File: config.mk
export PLATFORM = sky130hd
export DESIGN_NAME = float_log2_seq
export DESIGN_NICKNAME = d
export VERILOG_FILES = /design/src/rtl/log_alu_pkg.sv /design/src/rtl/log2_frac_step.sv /design/src/rtl/float_log2_seq.sv
export SDC_FILE = /design/constraint.sdc
export NUM_CORES = 1
export LEC_CHECK = 0
export CAP_MARGIN = 0
export CORE_MARGIN = 2
export CORE_UTILIZATION = 68
export DETAILED_ROUTE_END_ITERATION = 8
export DONT_BUFFER_PORTS = 1
export HOLD_SLACK_MARGIN = 0.12
export PLACE_DENSITY = 0.83
export SYNTH_ARGS = -nofsm -noshare
export SYNTH_HDL_FRONTEND = slang
export SYNTH_SLANG_ARGS = --single-unit
File: constraint.sdc
create_clock -name clk -period 14.7 [get_ports clk]
set_clock_uncertainty 0.05 [all_clocks]
set_input_delay 2.205 -clock clk [delete_from_list [all_inputs] [get_ports clk]]
set_output_delay 2.205 -clock clk [all_outputs]
set_load 0.03 [all_outputs]
File: src/rtl/log_alu_pkg.sv
// Shared constants for the float log2 unit: IEEE-754 single field layout,
// exponent bias, FSM state type and the special-operand classifier.
package log_alu_pkg;

  localparam int FLT_W        = 32;
  localparam int FLT_EXP_W    = 8;
  localparam int FLT_MAN_W    = 23;
  localparam int FLT_SIGN_POS = 31;
  localparam int FLT_EXP_MSB  = 30;
  localparam int FLT_EXP_LSB  = 23;
  localparam int FLT_MAN_MSB  = 22;
  localparam int FLT_EXP_BIAS = 127;

  typedef enum logic [1:0] {
    IDLE = 2'd0,
    CALC = 2'd1,
    DONE = 2'd2
  } log_state_e;

  // Zero/denormal wins over inf/NaN, which wins over a negative sign.
  function automatic logic flt_is_special(input logic [FLT_W-1:0] flt);
    logic [FLT_EXP_W-1:0] exp_v;
    exp_v = flt[FLT_EXP_MSB:FLT_EXP_LSB];
    if (exp_v == 8'h00) begin
      return 1'b1;
    end else if (exp_v == 8'hFF) begin
      return 1'b1;
    end else begin
      return flt[FLT_SIGN_POS];
    end
  endfunction

endpackage

File: src/rtl/log2_frac_step.sv
// One fraction bit of log2 by repeated squaring: y in [1,2) is squared and
// renormalised back into [1,2); the renormalising shift is the next bit.
module log2_frac_step
  import log_alu_pkg::*;
(
  input  logic [FLT_MAN_W:0] y,
  output logic [FLT_MAN_W:0] y_next,
  output logic               frac_bit
);

  logic [24:0] p_hi_s;

  // Only p[47:23] matters: either p[47:24] or p[46:23] survives truncation.
  always_comb begin
    p_hi_s = 25'((48'(y) * 48'(y)) >> 23);
    if (p_hi_s[24]) begin
      frac_bit = 1'b1;
      y_next   = p_hi_s[24:1];
    end else begin
      frac_bit = 1'b0;
      y_next   = p_hi_s[23:0];
    end
  end

endmodule

File: src/rtl/float_log2_seq.sv
// Sequential log2 of an IEEE-754 single, one fraction bit per clock, Q8.FRAC_BITS out.
// Define FLOAT_LOG2_ROUND_EN for a guard cycle and round-half-up (default: truncate).
module float_log2_seq
  import log_alu_pkg::*;
#(
  parameter int FRAC_BITS = 23
) (
  input  logic                   clk,
  input  logic                   rst,
  input  logic                   in_valid,
  output logic                   in_ready,
  input  logic [FLT_W-1:0]       in_flt,
  output logic                   out_valid,
  input  logic                   out_ready,
  output logic [8+FRAC_BITS-1:0] out_log,
  output logic                   out_err
);

`ifdef FLOAT_LOG2_ROUND_EN
  localparam int ACC_BITS = FRAC_BITS + 1;
`else
  localparam int ACC_BITS = FRAC_BITS;
`endif
  localparam int         OUT_W    = 8 + FRAC_BITS;
  localparam logic [4:0] LAST_CNT = 5'(ACC_BITS - 1);

  log_state_e          state_r;
  logic [7:0]          int_r;
  logic [FLT_MAN_W:0]  y_r;
  logic [FLT_MAN_W:0]  y_next_s;
  logic [ACC_BITS-1:0] frac_r;
  logic [ACC_BITS-1:0] frac_next_s;
  logic [4:0]          cnt_r;
  logic                err_r;
  logic                bit_s;
  logic                in_ready_r;
  logic                out_valid_r;
  logic                out_err_r;
  logic [OUT_W-1:0]    out_log_r;
  logic [OUT_W-1:0]    result_s;
  logic                accept_s;
`ifdef FLOAT_LOG2_ROUND_EN
  logic [OUT_W-1:0]    sum_s;
`endif

  log2_frac_step u_step (
    .y        (y_r),
    .y_next   (y_next_s),
    .frac_bit (bit_s)
  );

  assign in_ready    = in_ready_r & ~rst;
  assign accept_s    = in_valid & in_ready;
  assign frac_next_s = ACC_BITS'({frac_r, bit_s});
  assign out_valid   = out_valid_r;
  assign out_log     = out_log_r;
  assign out_err     = out_err_r;

  // Final value assembled from the integer part and the fraction including this cycle's bit.
  always_comb begin
    result_s = '0;
`ifdef FLOAT_LOG2_ROUND_EN
    sum_s = {int_r, frac_next_s[ACC_BITS-1:1]} + OUT_W'(frac_next_s[0]);
    if (!int_r[7] && sum_s[OUT_W-1]) begin
      result_s = {1'b0, {(OUT_W-1){1'b1}}};
    end else begin
      result_s = sum_s;
    end
`else
    result_s = {int_r, frac_next_s};
`endif
  end

  // Control FSM, iteration counter, datapath registers and handshake outputs.
  always_ff @(posedge clk) begin
    if (rst) begin
      state_r     <= IDLE;
      int_r       <= 8'h00;
      y_r         <= '0;
      frac_r      <= '0;
      cnt_r       <= 5'd0;
      err_r       <= 1'b0;
      in_ready_r  <= 1'b1;
      out_valid_r <= 1'b0;
      out_log_r   <= '0;
      out_err_r   <= 1'b0;
    end else begin
      case (state_r)
        IDLE: begin
          if (accept_s) begin
            int_r      <= in_flt[FLT_EXP_MSB:FLT_EXP_LSB] - 8'(FLT_EXP_BIAS);
            y_r        <= {1'b1, in_flt[FLT_MAN_MSB:0]};
            frac_r     <= '0;
            cnt_r      <= 5'd0;
            err_r      <= flt_is_special(in_flt);
            in_ready_r <= 1'b0;
            state_r    <= CALC;
          end else begin
            state_r <= IDLE;
          end
        end
        CALC: begin
          // A special operand spends only this one cycle here, never iterating.
          if (err_r) begin
            out_log_r   <= '0;
            out_err_r   <= 1'b1;
            out_valid_r <= 1'b1;
            state_r     <= DONE;
          end else begin
            y_r    <= y_next_s;
            frac_r <= frac_next_s;
            cnt_r  <= cnt_r + 5'd1;
            if (cnt_r == LAST_CNT) begin
              out_log_r   <= result_s;
              out_err_r   <= 1'b0;
              out_valid_r <= 1'b1;
              state_r     <= DONE;
            end else begin
              state_r <= CALC;
            end
          end
        end
        DONE: begin
          if (out_ready) begin
            out_valid_r <= 1'b0;
            in_ready_r  <= 1'b1;
            state_r     <= IDLE;
          end else begin
            state_r <= DONE;
          end
        end
        default: begin
          out_valid_r <= 1'b0;
          in_ready_r  <= 1'b1;
          state_r     <= IDLE;
        end
      endcase
    end
  end

endmodule

## Word-level counts from Yosys, hierarchy flattened

Cells that the tools add are included.

| storage, ports and cells | value |
|---|---|
| memories kept | 0 |
| memory bits (writable) | 0 |
| input port bits | 36 |
| latch bits | 0 |
| memory bits (read-only) | 0 |
| bits in registers | 96 |

| cells by class | value |
|---|---|
| div/mod/pow operators | 0 |
| equal/unequal tests | 8 |
| shifts and indexed selects | 0 |
| $mul | 1 |
| reduce and logical (&&, ||, !) cells | 9 |
| multiplexer cells | 29 |
| $lt $le $gt $ge | 0 |
| bitwise gates (word level) | 5 |
| add/sub/neg operators | 2 |

Operator list:

| kind | number |
|---|---|
| 2-to-1 mux 24 bit | 3 |
| 2-to-1 mux 31 bit | 2 |
| multiplier 24 x 24 -> 48 bit | 1 |
| one-hot mux 24 bit (2 select lines) | 1 |
| 2-to-1 mux 22 bit | 2 |
| one-hot mux 22 bit (2 select lines) | 1 |
| 2-to-1 mux 1 bit | 11 |
| 2-to-1 mux 5 bit | 2 |
| one-hot mux 5 bit (2 select lines) | 1 |
| AND reduction 3 bit | 3 |
| equality test 8 bit, second input constant | 1 |
| logical NOT 8 bit | 1 |
| subtractor 8 x 7 -> 8 bit, second input constant | 1 |
| 2-to-1 mux 2 bit | 3 |
| != test 2 bit, second input constant | 3 |
| one-hot mux 1 bit (3 select lines) | 2 |
| one-hot mux 2 bit (3 select lines) | 1 |
| adder 5 x 1 -> 5 bit, second input constant | 1 |
| equality test 5 bit, second input constant | 1 |
| AND reduction 2 bit | 2 |
| nonzero test 2 bit | 2 |
| != test 3 bit, second input constant | 1 |
| NOT 1 bit | 3 |
| bitwise AND 1 bit | 2 |
| other kinds (3) | 3 |

## Longest topological paths before layout

| logic depth | value |
|---|---|
| word-level depth | 5 |
| depth in mapped cells | 29 |

## By module

From an unflattened synthesis, not the netlist that was laid out.

| second synthesis, totals | value |
|---|---|
| cell total of the unflattened synthesis | 2234 |
| area, all modules | 20458.4 um^2 |

By module, submodules not included:

| module | seq. area each (um^2) | cells each | area each (um^2) | times used |
|---|---|---|---|---|
| log2_frac_step | 0.0 | 1816 | 16345.7 | 1 |
| float_log2_seq | 1921.8 | 418 | 4112.7 | 1 |

## Worst setup path before layout

Ideal clock, no wire load.

| timing | value |
|---|---|
| path kind | flip-flop to flip-flop |
| start | register y_r[2] |
| end | register y_r[22] |
| path buffers | 2 |
| stages on the path, launching flop included | 28 |
| setup slack | 7.376 ns |
| library setup time | 0.128 ns |
| arrival time | 7.145 ns |
| required time | 14.522 ns |
| cells stage by stage | dfxtp_1 -> clkbuf_1 -> clkbuf_1 -> nand2_1 -> fa_1 -> inv_1 -> fa_1 -> inv_1 -> fa_1 -> inv_1 -> fa_1 -> inv_1 -> fa_1 -> inv_1 -> fa_1 -> inv_1 -> fa_1 -> inv_1 -> ha_1 -> nand3_1 -> nor2_1 -> o2111ai_2 -> and3_1 -> o41a_4 -> a2111oi_2 -> o21ai_1 -> a211oi_1 -> a211oi_2 |

| on the way | value |
|---|---|
| longest elaborated chain between the ends | 4 |

RTL lines:

| what | line | text |
|---|---|---|
| start, declared | float_log2_seq.sv:29 | `logic [FLT_MAN_W:0] y_r;` |
| start signal, assigned | float_log2_seq.sv:92 | `y_r <= {1'b1, in_flt[FLT_MAN_MSB:0]};` |
| start signal, assigned | float_log2_seq.sv:110 | `y_r <= y_next_s;` |
| multiplier 24 x 24 -> 48 bit | log2_frac_step.sv:15 | `p_hi_s = 25'((48'(y) * 48'(y)) >> 23);` |
| 2-to-1 mux 24 bit | log2_frac_step.sv:16 | `if (p_hi_s[24]) begin` |
| 2-to-1 mux 24 bit | float_log2_seq.sv:104 | `if (err_r) begin` |
| one-hot mux 24 bit (2 select lines) | float_log2_seq.sv:88 | `case (state_r)` |

No other way between the ends. The select of a mux whose other input is x is not followed.
A chain may end at the register's enable or synchronous reset.

## Worst setup path after layout

| timing | value |
|---|---|
| start | register y_r[7] |
| end | register y_r[15] |

The elaborated chain is that of the path after synthesis.

==> results by group <==
Floorplanning
  – Die ar.: 0.03113 mm2
  – Initial core utilization: 68.59%
  – Core Area: 0.02948 mm2
  – # rows: 63
  – Die Y: 176.4 um
  – Die width: 176.4 um
  – # IOs: 70

Min path
  – Hold Crit Class: flip-flop to flip-flop
  – Hold depth: 2

Global route
  – Total grt overflow: 0
  – Largest net degree at the start of global routing: 99
  – Number of global-route vias before repair: 16.64k
  – Initial antenna violation count: 0
  – All-Layer GR Usage: 33.49%
  – First-pass GRT wire length: 81,440 um

Power
  – Seq pwr share: 22.2%
  – Power Dens Cells: 63.98 mW/mm2
  – Clock group share of total power: 18.2%
  – Internal power: 684.5 uW
  – Maximum vdd drop: 0.08242 mV
  – Switching share of power: 48.74%
  – Net Sw Power: 650.9 uW
  – Logic pwr share: 59.7%
  – Pleak: 10.97 nW

Timing
  – Slew margin rel.: 31.96%
  – Slew Limit Fails: 0
  – Max Clock Freq: 121.1 MHz
  – Worst slew pin tran: 1.018 ns
  – Tcrit/Tclk final: 56.18%
  – Setup violations, final: 0
  – Fin. Hold Viols: 0
  – Final min period: 8.259 ns
  – Final WS setup: 6.441 ns
  – RSZ-0062 raised after global routing: false
  – Hold_ws: 0.4192 ns
  – Setup Total Neg Slack: 0 ns

Synthesis
  – Syn avg cell area: 8.799 um2
  – Most area-consuming cells after synthesis: fa_1 42%, inv_1 11%, ha_1 11%
  – Post-synthesis instance area: 0.02022 mm2
  – Top-area cell type share of the netlist area: 41.78%
  – Register area share after synthesis: 9.504%
  – Xor/xnor share of the synthesized area: 1.986%
  – EDFF count, synth: 0
  – Asr flop ratio synth: 0%
  – Yosys cell types: 64
  – Most frequent cells after synthesis: 609 x inv_1, 422 x fa_1, 236 x nand2_1
  – Synth Instances: 2,298
  – Post-synthesis compound-gate area fraction: 8.360%
  – Yosys warns: 0
  – Combinational family with the most area after synthesis: adder cells
  – Synth Register Bits: 96
  – Top_reg_cell synth: dfxtp_1
  – Mux cell area share after synthesis: 0.7549%
  – Most numerous cell in the Yosys netlist: inv_1
  – Cell taking the most area after synthesis: fa_1
  – Syn_nets: 2,933
  – Post-Synth Adder-Cell Area: 52.73%
  – Post-Synth Simple-Gate Area: 13.48%

Flow run
  – Max Cap Viol: 0

Final layout
  – Share of cells above drive strength 1: 3.117%
  – Multi-input gate area: 0.01565 mm2
  – Synth-to-layout area growth: 3.218%
  – Fillers: 2,266
  – Fin nets: 2,876
  – Fin util: 70.80%
  – Reg area: 0.001922 mm2
  – Non-filler cells, final: 2,637

Setup path
  – WP data arrival: 8.42 ns
  – CP Launch Type: flip-flop
  – Critical Path RT: 14.87 ns
  – Setup CP Type: flip-flop to flip-flop
  – Crit path max-delay family: adder cells
  – CP peak stage delay: 0.82 ns
  – R2R cell count: 26
  – Buffers and inverters on the worst path: 8
  – Max FO, Critical Path: 13
  – Number of stages on the worst setup path: 26
  – Slowest cell on crit path: xor2_1
  – Flop2flop setup slack: 6.44 ns
  – Nature of the critical path endpoint: flip-flop

Detailed routing
  – Vias/cell: 5.749
  – Total iterations of the first detailed-routing run: 6
  – Avg WL per Cell: 18.48 um
  – Routed via count: 15.16k
  – Iteration-0 DRC Markers: 1,049
  – Antenna Nets Post-Route: 0
  – Residual DRC: 0
  – WL final: 48,720 um

Placement
  – Port Buffers: 0
  – Final Wtd Congestion: 0.9566
  – Post-Place Setup Slack: 6.620 ns
  – HPWL Detailed: 39,420 um
  – Inst Count DP: 2,620

Outcome
  – Outcome: finished, final reports clean

Clocking
  – Post-cts resize count: 0
  – Clk pin slew, worst setup/hold paths: 0.09 ns
  – Cts hold-fix bufs: 0
  – CTS tree: yes
  – Root Buffer: clkbuf_16
  – Post-CTS setup buffer count: 0
  – H-tree depth: 3
  – Worst skew pair latency: 0.36 ns
  – CTS Buf Count: 9
  – Clk sinks: 96
  – Clk buf depth: 2
[flip-flops by register name (all words and copies together) (netlist names)]
register,flops
out_log,31
y_r,24
frac_r,22
int_r,8
cnt_r,5
state_r,2
err_r,1
in_ready_r,1
out_err,1
out_valid,1
[layer usage]
metal | wire length (um) | vias to the layer above | GRT usage (%)
li1 | - | 6819 | -
met1 | 18500 | 7592 | 41.36
met3 | 3357 | 140 | 5.362
met2 | 24810 | 608 | 59.25
met4 | 2058 | 0 | 12.84
met5 | 0 | - | 0
[path summary, 6_finish.rpt]
path               from         end
min          frac_r[15]  frac_r[16]
min reg2reg  frac_r[15]  frac_r[16]
max              y_r[7]     y_r[15]
max reg2reg      y_r[7]     y_r[15]
[power groups by stage]
stage	sequential, mW	combinational (mW)	clock [mW]
5_1_grt	0.297	0.900	0.254
3_3_place_gp	0.299	0.763	0
2_1_floorplan	0.287	0.586	0
3_5_place_dp	0.301	0.782	0
6_report	0.296	0.797	0.243
4_1_cts	0.295	0.795	0.244
[cell type report]
cell class / instances / share of cell area (%)
well taps: 390 / 2.338
clock buffers: 9 / 1.079
inverters: 609 / 10.95
repair buffers: 29 / 1.043
diodes: 1 / 0.01199
clock inverters: 7 / 0.4017
multi-input cells: 1496 / 74.97
flip-flops and latches: 96 / 9.208
[cell usage in the layout, fill, tap and decap left out, drive strengths merged, types with 10 or more instances in the layout]
cell	count
a211oi	11
nand3	39
o21ai	46
buf	29
nand4	14
ha	177
nor2b	10
dfxtp	96
xnor2	25
a22oi	41
nor2	103
xor2	20
and2	110
fa	422
nand2	237
inv	612
a21oi	94
mux2i	13
o22ai	10
nor3	21
o21bai	12
[worst reg2reg max path, cell delays in order, from the launching register on]
cell and delay (ns):
dfxtp_1 0.74, buf_4 0.36, nand2_1 0.17, fa_1 0.53
inv_1 0.05, fa_1 0.49, inv_1 0.05, fa_1 0.47
inv_1 0.06, fa_1 0.50, inv_1 0.07, fa_1 0.53
inv_1 0.05, fa_1 0.48, inv_1 0.05, fa_1 0.48
inv_1 0.04, ha_1 0.34, nand3_1 0.14, nor2_1 0.24
o2111ai_2 0.18, nand4_1 0.16, nand2_1 0.15, o21ai_2 0.26
xor2_1 0.82, nor2_1 0.19, a211oi_1 0.47
[cells by family (layout without fill, tap and decap cells)]
kind of cell,after synthesis,in the layout
compound gates,258,258
xor+xnor,45,45
fa+ha+maj,599,599
buf+inv,706,654
flops,96,96
mux,15,15
other cells,0,1
simple gates,579,579
[metrics by stage]
step | area [um2] | power, mW
global placement | 20560 | 1.061
floorplan | 20220 | 0.8727
finish | 20870 | 1.335
detailed placement | 20560 | 1.083
global route | 20870 | 1.450
CTS | 20870 | 1.333
(Power assumes the default switching activity.)
